File: config.mk
export PLATFORM = sky130hd
export DESIGN_NAME = rob_writeback_commit_flat
export DESIGN_NICKNAME = d
export VERILOG_FILES = /design/src/rtl/rob_writeback_commit_pkg.sv /design/src/rtl/rob_writeback_commit_if.sv /design/src/rtl/rob_ptr.sv /design/src/rtl/rob_writeback_commit.sv /design/src/flat_wrapper.sv
export SDC_FILE = /design/constraint.sdc
export NUM_CORES = 2
export LEC_CHECK = 0
export ABC_AREA = 1
export CORE_AREA = 2 2 338 340
export DETAILED_ROUTE_END_ITERATION = 7
export DIE_AREA = 0 0 340 342
export SYNTH_ARGS = -nofsm -noshare
export SYNTH_HDL_FRONTEND = slang
export SYNTH_HIERARCHICAL = 1
export SYNTH_SLANG_ARGS = --single-unit
File: constraint.sdc
create_clock -name clk -period 22.8 [get_ports clk]
set_input_delay 3.42 -clock clk [delete_from_list [all_inputs] [get_ports clk]]
set_output_delay 3.42 -clock clk [all_outputs]
set_load 0.005 [all_outputs]
File: src/rtl/rob_writeback_commit_pkg.sv
// Shared widths and the reorder-buffer entry record for rob_writeback_commit.
// WORD_SIZE is 32 and INSTR_TYPE_SZ is 4.
package rob_writeback_commit_pkg;

  localparam int WORD_SIZE = 32;
  localparam int INSTR_TYPE_SZ = 4;

  localparam int ROB_ID_SZ = 7;
  localparam int RD_SZ     = 5;

  typedef struct packed {
    logic                     busy;
    logic                     done;
    logic [WORD_SIZE-1:0]     pc;
    logic [INSTR_TYPE_SZ-1:0] itype;
    logic [RD_SZ-1:0]         rd;
    logic                     rd_we;
    logic [WORD_SIZE-1:0]     result;
  } rob_entry_t;

  // x0 is hardwired to zero, so an rd of 0 never produces a register-file write.
  function automatic logic rd_writes(input logic rd_we, input logic [RD_SZ-1:0] rd);
    return rd_we && (rd != '0);
  endfunction

endpackage

File: src/rtl/rob_writeback_commit_if.sv
// Decode-alloc, WB-result and commit bundle between the pipeline (master) and the ROB (slave).
// The fwd_* lookup signals exist only when ROB_FORWARD_EN is defined.
interface rob_writeback_commit_if;
  import rob_writeback_commit_pkg::*;

  logic                     flush;

  logic                     alloc_valid;
  logic [WORD_SIZE-1:0]     alloc_pc;
  logic [INSTR_TYPE_SZ-1:0] alloc_type;
  logic [RD_SZ-1:0]         alloc_rd;
  logic                     alloc_rd_we;
  logic                     alloc_ready;
  logic [ROB_ID_SZ-1:0]     alloc_rob_id;

  logic                     wb_valid;
  logic [ROB_ID_SZ-1:0]     wb_rob_id;
  logic [WORD_SIZE-1:0]     wb_result;

  logic                     commit_valid;
  logic [ROB_ID_SZ-1:0]     commit_rob_id;
  logic [WORD_SIZE-1:0]     commit_pc;
  logic [INSTR_TYPE_SZ-1:0] commit_type;
  logic [RD_SZ-1:0]         commit_rd;
  logic                     commit_we;
  logic [WORD_SIZE-1:0]     commit_result;

  logic                     empty;

`ifdef ROB_FORWARD_EN
  logic [ROB_ID_SZ-1:0]     fwd_rob_id;
  logic                     fwd_ready;
  logic [WORD_SIZE-1:0]     fwd_value;
`endif

  modport master (
    output flush, alloc_valid, alloc_pc, alloc_type, alloc_rd, alloc_rd_we,
    output wb_valid, wb_rob_id, wb_result,
    input  alloc_ready, alloc_rob_id,
    input  commit_valid, commit_rob_id, commit_pc, commit_type, commit_rd, commit_we, commit_result,
    input  empty
`ifdef ROB_FORWARD_EN
    , output fwd_rob_id
    , input  fwd_ready, fwd_value
`endif
  );

  modport slave (
    input  flush, alloc_valid, alloc_pc, alloc_type, alloc_rd, alloc_rd_we,
    input  wb_valid, wb_rob_id, wb_result,
    output alloc_ready, alloc_rob_id,
    output commit_valid, commit_rob_id, commit_pc, commit_type, commit_rd, commit_we, commit_result,
    output empty
`ifdef ROB_FORWARD_EN
    , input  fwd_rob_id
    , output fwd_ready, fwd_value
`endif
  );

endinterface

File: src/rtl/rob_ptr.sv
// Circular ROB pointer: IDX_W index bits plus a wrap bit; clear beats increment; 1-cycle update.
// Always accepts inc_i; the owner gates it with its own full/empty logic.
module rob_ptr #(
  parameter int IDX_W = 3
) (
  input  logic           clk,
  input  logic           reset,
  input  logic           clear_i,
  input  logic           inc_i,
  output logic [IDX_W:0] ptr_o
);

  logic [IDX_W:0] ptr_q;
  logic [IDX_W:0] ptr_d;

  // Entry count is a power of two, so natural overflow of the index bits is the wrap.
  always_comb begin
    ptr_d = ptr_q;
    if (clear_i) begin
      ptr_d = '0;
    end else if (inc_i) begin
      ptr_d = ptr_q + (IDX_W+1)'(1);
    end
  end

  always_ff @(posedge clk or posedge reset) begin
    if (reset) begin
      ptr_q <= '0;
    end else begin
      ptr_q <= ptr_d;
    end
  end

  assign ptr_o = ptr_q;

endmodule

File: src/rtl/rob_writeback_commit.sv
// In-order retire ROB: WB in cycle N to the head entry -> commit_valid in N+2; one retirement per cycle.
// alloc_ready drops when full (registered state only); flush wins over alloc/WB/commit; ROB_FORWARD_EN adds a result lookup.
module rob_writeback_commit
  import rob_writeback_commit_pkg::*;
#(
  parameter int ROB_ENTRIES = 8
) (
  input  logic                 clk,
  input  logic                 reset,
  rob_writeback_commit_if.slave bus
);

  localparam int IDX_W = $clog2(ROB_ENTRIES);

  logic [IDX_W:0]   head_ptr;
  logic [IDX_W:0]   tail_ptr;
  logic [IDX_W-1:0] head_idx;
  logic [IDX_W-1:0] tail_idx;
  logic [IDX_W-1:0] wb_idx;

  rob_entry_t entries_q [ROB_ENTRIES];
  rob_entry_t entries_d [ROB_ENTRIES];
  rob_entry_t head_ent;

  logic full;
  logic empty_w;
  logic alloc_fire;
  logic wb_hit;
  logic commit_fire;

  logic                     commit_valid_q;
  logic [ROB_ID_SZ-1:0]     commit_rob_id_q;
  logic [WORD_SIZE-1:0]     commit_pc_q;
  logic [INSTR_TYPE_SZ-1:0] commit_type_q;
  logic [RD_SZ-1:0]         commit_rd_q;
  logic                     commit_we_q;
  logic [WORD_SIZE-1:0]     commit_result_q;

  assign head_idx = head_ptr[IDX_W-1:0];
  assign tail_idx = tail_ptr[IDX_W-1:0];
  assign wb_idx   = bus.wb_rob_id[IDX_W-1:0];
  assign head_ent = entries_q[head_idx];

  assign empty_w = (head_ptr == tail_ptr);
  assign full    = (head_idx == tail_idx) && (head_ptr[IDX_W] != tail_ptr[IDX_W]);

  assign alloc_fire  = bus.alloc_valid && !full && !bus.flush;
  assign wb_hit      = bus.wb_valid && entries_q[wb_idx].busy && !bus.flush;
  assign commit_fire = head_ent.busy && head_ent.done && !bus.flush;

  rob_ptr #(.IDX_W(IDX_W)) u_head_ptr (
    .clk     (clk),
    .reset   (reset),
    .clear_i (bus.flush),
    .inc_i   (commit_fire),
    .ptr_o   (head_ptr)
  );

  rob_ptr #(.IDX_W(IDX_W)) u_tail_ptr (
    .clk     (clk),
    .reset   (reset),
    .clear_i (bus.flush),
    .inc_i   (alloc_fire),
    .ptr_o   (tail_ptr)
  );

  // Alloc only targets a free slot and WB only a busy one, so the three updates never collide.
  always_comb begin
    entries_d = entries_q;
    if (wb_hit) begin
      entries_d[wb_idx].done   = 1'b1;
      entries_d[wb_idx].result = bus.wb_result;
    end
    if (commit_fire) begin
      entries_d[head_idx].busy = 1'b0;
      entries_d[head_idx].done = 1'b0;
    end
    if (alloc_fire) begin
      entries_d[tail_idx].busy   = 1'b1;
      entries_d[tail_idx].done   = 1'b0;
      entries_d[tail_idx].pc     = bus.alloc_pc;
      entries_d[tail_idx].itype  = bus.alloc_type;
      entries_d[tail_idx].rd     = bus.alloc_rd;
      entries_d[tail_idx].rd_we  = bus.alloc_rd_we;
      entries_d[tail_idx].result = '0;
    end
    if (bus.flush) begin
      for (int i = 0; i < ROB_ENTRIES; i++) begin
        entries_d[i].busy = 1'b0;
        entries_d[i].done = 1'b0;
      end
    end
  end

  always_ff @(posedge clk or posedge reset) begin
    if (reset) begin
      for (int i = 0; i < ROB_ENTRIES; i++) begin
        entries_q[i] <= '0;
      end
    end else begin
      entries_q <= entries_d;
    end
  end

  // Commit fields hold their last value while commit_valid is low.
  always_ff @(posedge clk or posedge reset) begin
    if (reset) begin
      commit_valid_q  <= 1'b0;
      commit_rob_id_q <= '0;
      commit_pc_q     <= '0;
      commit_type_q   <= '0;
      commit_rd_q     <= '0;
      commit_we_q     <= 1'b0;
      commit_result_q <= '0;
    end else begin
      commit_valid_q <= commit_fire;
      commit_we_q    <= commit_fire && rd_writes(head_ent.rd_we, head_ent.rd);
      if (commit_fire) begin
        commit_rob_id_q <= ROB_ID_SZ'(head_idx);
        commit_pc_q     <= head_ent.pc;
        commit_type_q   <= head_ent.itype;
        commit_rd_q     <= head_ent.rd;
        commit_result_q <= head_ent.result;
      end
    end
  end

  assign bus.alloc_ready   = !full;
  assign bus.alloc_rob_id  = ROB_ID_SZ'(tail_idx);
  assign bus.empty         = empty_w;
  assign bus.commit_valid  = commit_valid_q;
  assign bus.commit_rob_id = commit_rob_id_q;
  assign bus.commit_pc     = commit_pc_q;
  assign bus.commit_type   = commit_type_q;
  assign bus.commit_rd     = commit_rd_q;
  assign bus.commit_we     = commit_we_q;
  assign bus.commit_result = commit_result_q;

`ifdef ROB_FORWARD_EN
  logic [IDX_W-1:0] fwd_idx;
  assign fwd_idx       = bus.fwd_rob_id[IDX_W-1:0];
  assign bus.fwd_ready = entries_q[fwd_idx].busy && entries_q[fwd_idx].done;
  assign bus.fwd_value = bus.fwd_ready ? entries_q[fwd_idx].result : '0;
`endif

  // Only the low IDX_W bits of an id select an entry.
  if (IDX_W < ROB_ID_SZ) begin : g_id_hi
    logic unused_id_hi;
`ifdef ROB_FORWARD_EN
    assign unused_id_hi = ^{bus.wb_rob_id[ROB_ID_SZ-1:IDX_W], bus.fwd_rob_id[ROB_ID_SZ-1:IDX_W]};
`else
    assign unused_id_hi = ^bus.wb_rob_id[ROB_ID_SZ-1:IDX_W];
`endif
  end

endmodule

File: src/flat_wrapper.sv
// flat-port wrapper written by rule: the top's interface ports become plain ports
module rob_writeback_commit_flat import rob_writeback_commit_pkg::*;
#(
  parameter int ROB_ENTRIES = 8
)
  (clk, reset, bus_flush, bus_alloc_valid, bus_alloc_pc, bus_alloc_type, bus_alloc_rd, bus_alloc_rd_we, bus_wb_valid, bus_wb_rob_id, bus_wb_result, bus_alloc_ready, bus_alloc_rob_id, bus_commit_valid, bus_commit_rob_id, bus_commit_pc, bus_commit_type, bus_commit_rd, bus_commit_we, bus_commit_result, bus_empty);
  rob_writeback_commit_if bus_i ();
  input  logic clk;
  input  logic reset;
  input wire logic [$bits(bus_i.flush)-1:0] bus_flush;
  input wire logic [$bits(bus_i.alloc_valid)-1:0] bus_alloc_valid;
  input wire logic [$bits(bus_i.alloc_pc)-1:0] bus_alloc_pc;
  input wire logic [$bits(bus_i.alloc_type)-1:0] bus_alloc_type;
  input wire logic [$bits(bus_i.alloc_rd)-1:0] bus_alloc_rd;
  input wire logic [$bits(bus_i.alloc_rd_we)-1:0] bus_alloc_rd_we;
  input wire logic [$bits(bus_i.wb_valid)-1:0] bus_wb_valid;
  input wire logic [$bits(bus_i.wb_rob_id)-1:0] bus_wb_rob_id;
  input wire logic [$bits(bus_i.wb_result)-1:0] bus_wb_result;
  output wire logic [$bits(bus_i.alloc_ready)-1:0] bus_alloc_ready;
  output wire logic [$bits(bus_i.alloc_rob_id)-1:0] bus_alloc_rob_id;
  output wire logic [$bits(bus_i.commit_valid)-1:0] bus_commit_valid;
  output wire logic [$bits(bus_i.commit_rob_id)-1:0] bus_commit_rob_id;
  output wire logic [$bits(bus_i.commit_pc)-1:0] bus_commit_pc;
  output wire logic [$bits(bus_i.commit_type)-1:0] bus_commit_type;
  output wire logic [$bits(bus_i.commit_rd)-1:0] bus_commit_rd;
  output wire logic [$bits(bus_i.commit_we)-1:0] bus_commit_we;
  output wire logic [$bits(bus_i.commit_result)-1:0] bus_commit_result;
  output wire logic [$bits(bus_i.empty)-1:0] bus_empty;
  assign bus_i.flush = bus_flush;
  assign bus_i.alloc_valid = bus_alloc_valid;
  assign bus_i.alloc_pc = bus_alloc_pc;
  assign bus_i.alloc_type = bus_alloc_type;
  assign bus_i.alloc_rd = bus_alloc_rd;
  assign bus_i.alloc_rd_we = bus_alloc_rd_we;
  assign bus_i.wb_valid = bus_wb_valid;
  assign bus_i.wb_rob_id = bus_wb_rob_id;
  assign bus_i.wb_result = bus_wb_result;
  assign bus_alloc_ready = bus_i.alloc_ready;
  assign bus_alloc_rob_id = bus_i.alloc_rob_id;
  assign bus_commit_valid = bus_i.commit_valid;
  assign bus_commit_rob_id = bus_i.commit_rob_id;
  assign bus_commit_pc = bus_i.commit_pc;
  assign bus_commit_type = bus_i.commit_type;
  assign bus_commit_rd = bus_i.commit_rd;
  assign bus_commit_we = bus_i.commit_we;
  assign bus_commit_result = bus_i.commit_result;
  assign bus_empty = bus_i.empty;
  rob_writeback_commit #(.ROB_ENTRIES(ROB_ENTRIES)) u_core (.clk(clk), .reset(reset), .bus(bus_i));
endmodule
Word-level counts from Yosys, hierarchy flattened
Index checks and enable logic that the tools add are counted.

Add/subtract/negate cells: 2. Order comparisons: 6. Equality and inequality tests: 3. Muxes and demuxes: 54. Bitwise operators: 3. Reductions and logical operators: 17.

Operators with widths (number): 608-bit bitwise mux (11); 76-bit demux with 3-bit select (11); 608-bit 2-to-1 mux (3); 76-bit binary-select mux with 3-bit select (2); 76-bit 2-to-1 mux (6); 75-bit 2-to-1 mux (3); 74-bit 2-to-1 mux (1); 32-bit 2-to-1 mux (2); 42-bit 2-to-1 mux (1); 38-bit 2-to-1 mux (1); 33-bit 2-to-1 mux (1); 2-bit 2-to-1 mux (8); 4-bit 2-to-1 mux (4); 4-bit greater-or-equal comparator (second input constant) (3); 1-bit logical AND (12); 4-bit by 1-bit < comparator with 1-bit output (second input constant) (3); 3-bit NOT with 4-bit output (3); 4-bit by 1-bit adder with 4-bit output (second input constant) (2); 5-bit nonzero test (1); 4-bit equality test (1); 2-bit nonzero test (2); 3-bit equality test (1); 1-bit logical NOT (2); 1-bit inequality test (1).

Register bits: 694. Input port bits: 86. Output and inout bits: 91.

Logic depth before layout (Yosys ltp)
Depth after elaboration: 20. Depth in mapped cells: 16.

Cells and area by module
Netlist, hierarchy kept.

By module, submodules not included: rob_writeback_commit (times used 1, cells each 4536, area each 33146.8 um2, sequential area each 17166.5 um2); rob_ptr (times used 2, cells each 24, area each 193.9 um2, sequential area each 100.1 um2).

Worst setup path after synthesis
Ideal clock, no wire load.

Path kind: in2reg. Start point: input bus_wb_rob_id[0]. End point: register u_core/entries_q[534] (netlist bit). Arrival: 4.599 ns. Data required time: 22.683 ns. Path slack: 18.083 ns. Stages on the path: 13. Cell sequence: buf_4 inv_2 nand2_1 nand2_1 nand2_1 nand2_1 nand2_1 nand2_2 nand3_1 buf_2 buf_1 nor2_1 nor2_1.

RTL lines: start: declaration (line flat_wrapper.sv:17) `input wire logic [$bits(bus_i.wb_rob_id)-1:0] bus_wb_rob_id;`; end signal: assignment (line rob_writeback_commit.sv:101) `entries_q <= entries_d;`; end: declaration (line rob_writeback_commit.sv:21) `rob_entry_t entries_q [ROB_ENTRIES];`.

==> results.md <==
- Async SR Flop Fraction: between 90% and 100%
- Final ANT Viol Nets: 0
- WS Path Type: input pin to async pin
- Row count: 124
- Data arrival time of the critical path: 7.14 ns
- Source-to-sink clock delay at the later pin of the worst-skew pair: 0.64 ns
- Hold-critical path endpoint: u_core/entries_q[108]
- Average via count per standard cell: 4.60
- Type of origin of the critical path: input pin
- Relative slew slack: 24.1%
- Biggest fanout along the worst timing path: 105
- Area grow syn2layout: 15.4%
- Global-route usage over all layers: 17.9%
- Fraction of layout instances using a drive strength above 1: 4.79%
- Worst Setup End Kind: async pin
- Final total power: 3.13 mW
- Tightest Pin Transition: 1.14 ns
- DRC Markers: 0
- Setup TNS Final: 0 ns
- Path category of the worst min-delay check: register to register
- TritonCTS clock tree: done
- Die W: 340 um
- Outcome: complete, no violations
- Placer's final routability congestion estimate: 0.766
- Maximum root-to-sink buffer count: 3
- Detailed-routed wire length on met2: 47900 um
- Slack of the worst reg-to-reg path: 18.76 ns
- First-pass GRT wire length: around 160000 um
- Power density cells: between 80 and 90 nW/um2
- Clock tree root buffer cell: clkbuf_16
- Port bufs: 164
- Number of iterations in the first detailed-routing pass: 5
- Routed wire length: ~100000 um
- Max Transition Viols Final: 0
- Number of cells traversed by the worst register-to-register path: 13
- Max Clock Skew: 0.0280 ns
- DP HPWL: 58500 um
- Worst reg2reg startpoint: u_core/u_head_ptr/ptr_o[0]
- Initial antenna violation count: 23
- Final non-filler cell area: 38700 um2
- Final core utilization: 34.2%
- Yosys cell types: 33
- Most used flip-flop cell after synthesis: dfrtp_1
- Post-Synthesis Cells: 4584
- Highest metal used: met5
- Static leakage power: 20.7 nW
- Worst hold path startpoint: u_core/entries_q[108]
- Detailed-route wire length per cell: 17.0 um
- Post-CTS Resized: 0
- CTS buffer count: slightly below 80
- Data required time at the worst endpoint: 23.45 ns
- Starting density of the core: roughly 30%
- Worst reg2reg path endpoint: u_core/entries_q[456]
- Post-CTS setup-driven buffer insertion count: 0
- IR drop worst, VDD: 56.7 uV
- Synthesis Warnings: 6
- Area of the die: 116000 um2
- Via count of the first global-routing pass: ~27000
- # fillers: 11882
- Grt total ovfl: 0
- Number of enable flip-flop cells after synthesis: 0
- Netlist Area Pre-Place: 33500 um2
- Mean post-synth cell area: 7.32 um2
- Ports placed on the boundary: ~180
- Cells on Worst Hold Path: 2
- Clock Pin Slew Worst Setup and Hold Paths: 0.06 ns
- Detailed route wirelength on metal3: 7410 um
- Area post-placement: ~36000 um2
- Total setup violations reported at the end of the flow: 0
- Number of nets in the layout: about 4600
- Max Cap Viol: 0
- FMAX: 154 MHz
- Post-CTS Hold Buffers: 0
- Total count of hold-check failures in the final report: 0
- Core Footprint: 113000 um2
- Chip height: about 340 um
- Final worst path period need: between 6 and 7 ns
- Post-synthesis sequential element count: 694
- DRC violation total after the first TritonRoute iteration: approximately 2600
- DRT met1 WL: 45800 um
- Total via count after detailed routing: around 28000
- Clock Sink Count: 694
- Sequential share of the synthesized area: just over 50%
- Number of levels in the clock H-tree: 3
- Pin count of the biggest net entering global routing: 164
- Fin crit share: 28.5%
- Unrepaired setup endpoints after global routing: false
## stage by stage
step	cells	hold WS [ns]	worst slack [ns]
2_1_floorplan	4591	0.437	0.147
6_report	6133	0.470	16.31
3_5_place_dp	5986	0.458	15.39
4_1_cts	6128	0.472	16.06
5_1_grt	6130	0.491	15.70
3_3_place_gp	5986	0.453	15.41
## cell families (layout without fill, tap and decap cells)
kind of cell | after synthesis | count (layout) | share of synthesized area, %
compound gates | 542 | 542 | 8.74
xor+xnor | 2 | 2 | 0.0522
fa+ha+maj | 2 | 2 | 0.0746
buf+inv | 837 | 862 | 10.6
flops | 694 | 694 | 51.8
other cells | 1 | 13 | 0.0112
simple gates | 2506 | 2506 | 28.7
## state kept, by name, indices dropped and copies added, names as in the netlist
signal and flops:
u_core/bus.commit_pc 32, u_core/bus.commit_rob_id 3, u_core/u_tail_ptr/ptr_o 4, u_core/u_head_ptr/ptr_o 4, u_core/bus.commit_valid 1, u_core/bus.commit_type 4
u_core/bus.commit_we 1, u_core/entries_q 608, u_core/bus.commit_result 32, u_core/bus.commit_rd 5
## critical path, cell delays in order
cell,delay [ns]
clkdlybuf4s50_1,0.55
inv_8,0.60
buf_4,0.79
buf_4,0.92
buf_4,0.77
## power breakdown
| part | total, mW | internal, mW | switching (mW) |
|---|---|---|---|
| Combinational | 0.332 | 0.122 | 0.210 |
| Sequential | 1.43 | 1.38 | 0.0523 |
| Clock | 1.37 | 0.834 | 0.535 |
## cell usage after synthesis, types with 25 or more instances
cell type | count | share of area [%]
inv_1 | 499 | 5.6
nor2_1 | 608 | 6.8
nand2_1 | 1793 | 20
buf_2 | 172 | 2.6
nand3_1 | 54 | 0.81
a22oi_1 | 25 | 0.56
clkbuf_1 | 78 | 0.87
dfrtp_1 | 694 | 52
buf_4 | 39 | 0.87
o21ai_1 | 55 | 0.82
o21ai_0 | 300 | 4.5
a21oi_1 | 37 | 0.55
o22ai_1 | 125 | 2.3
## cells in the final DEF, fill, tap and decap left out, drive strengths merged, types with 41 or more instances in the layout
master            n
inv             516
nand2          1802
clkbuf          111
nand3            55
o21ai           355
nor2            617
clkdlybuf4s50   164
buf              41
o22ai           125
dfrtp           694
## metal layers
layer  vias up  global-route usage, %
met5         -                      0
met4        34                   5.60
met3       228                   4.11
met2       847                   29.3
met1     13342                   23.6
li1      13760                      -
## cell type report
cell class | count | area [um2] | area share (%)
antenna | 5 | 12.5 | 0.0323
sequential | 694 | 17400 | 44.9
inverter | 515 | 1940 | 5.02
timing repair buffer | 205 | 1970 | 5.10
clock buffer | 111 | 2280 | 5.89
tap | 1512 | 1890 | 4.89
clock inverter | 31 | 494 | 1.28
multi-input combinational | 3060 | 12700 | 32.9
## worst max-delay path by stage
| stage | start | to | slack (ns) |
|---|---|---|---|
| after global placement | reset | u_core/bus.commit_pc[7] | 15.41 |
| final | reset | u_core/entries_q[590] | 16.31 |
| after floorplan | reset | u_core/bus.commit_pc[0] | 0.15 |
| after detailed placement | reset | u_core/bus.commit_pc[16] | 15.39 |
| after CTS | reset | u_core/bus.commit_pc[7] | 16.06 |
| after global routing | reset | u_core/bus.commit_pc[16] | 15.70 |
No activity file was read; power rests on OpenSTA's default activity.
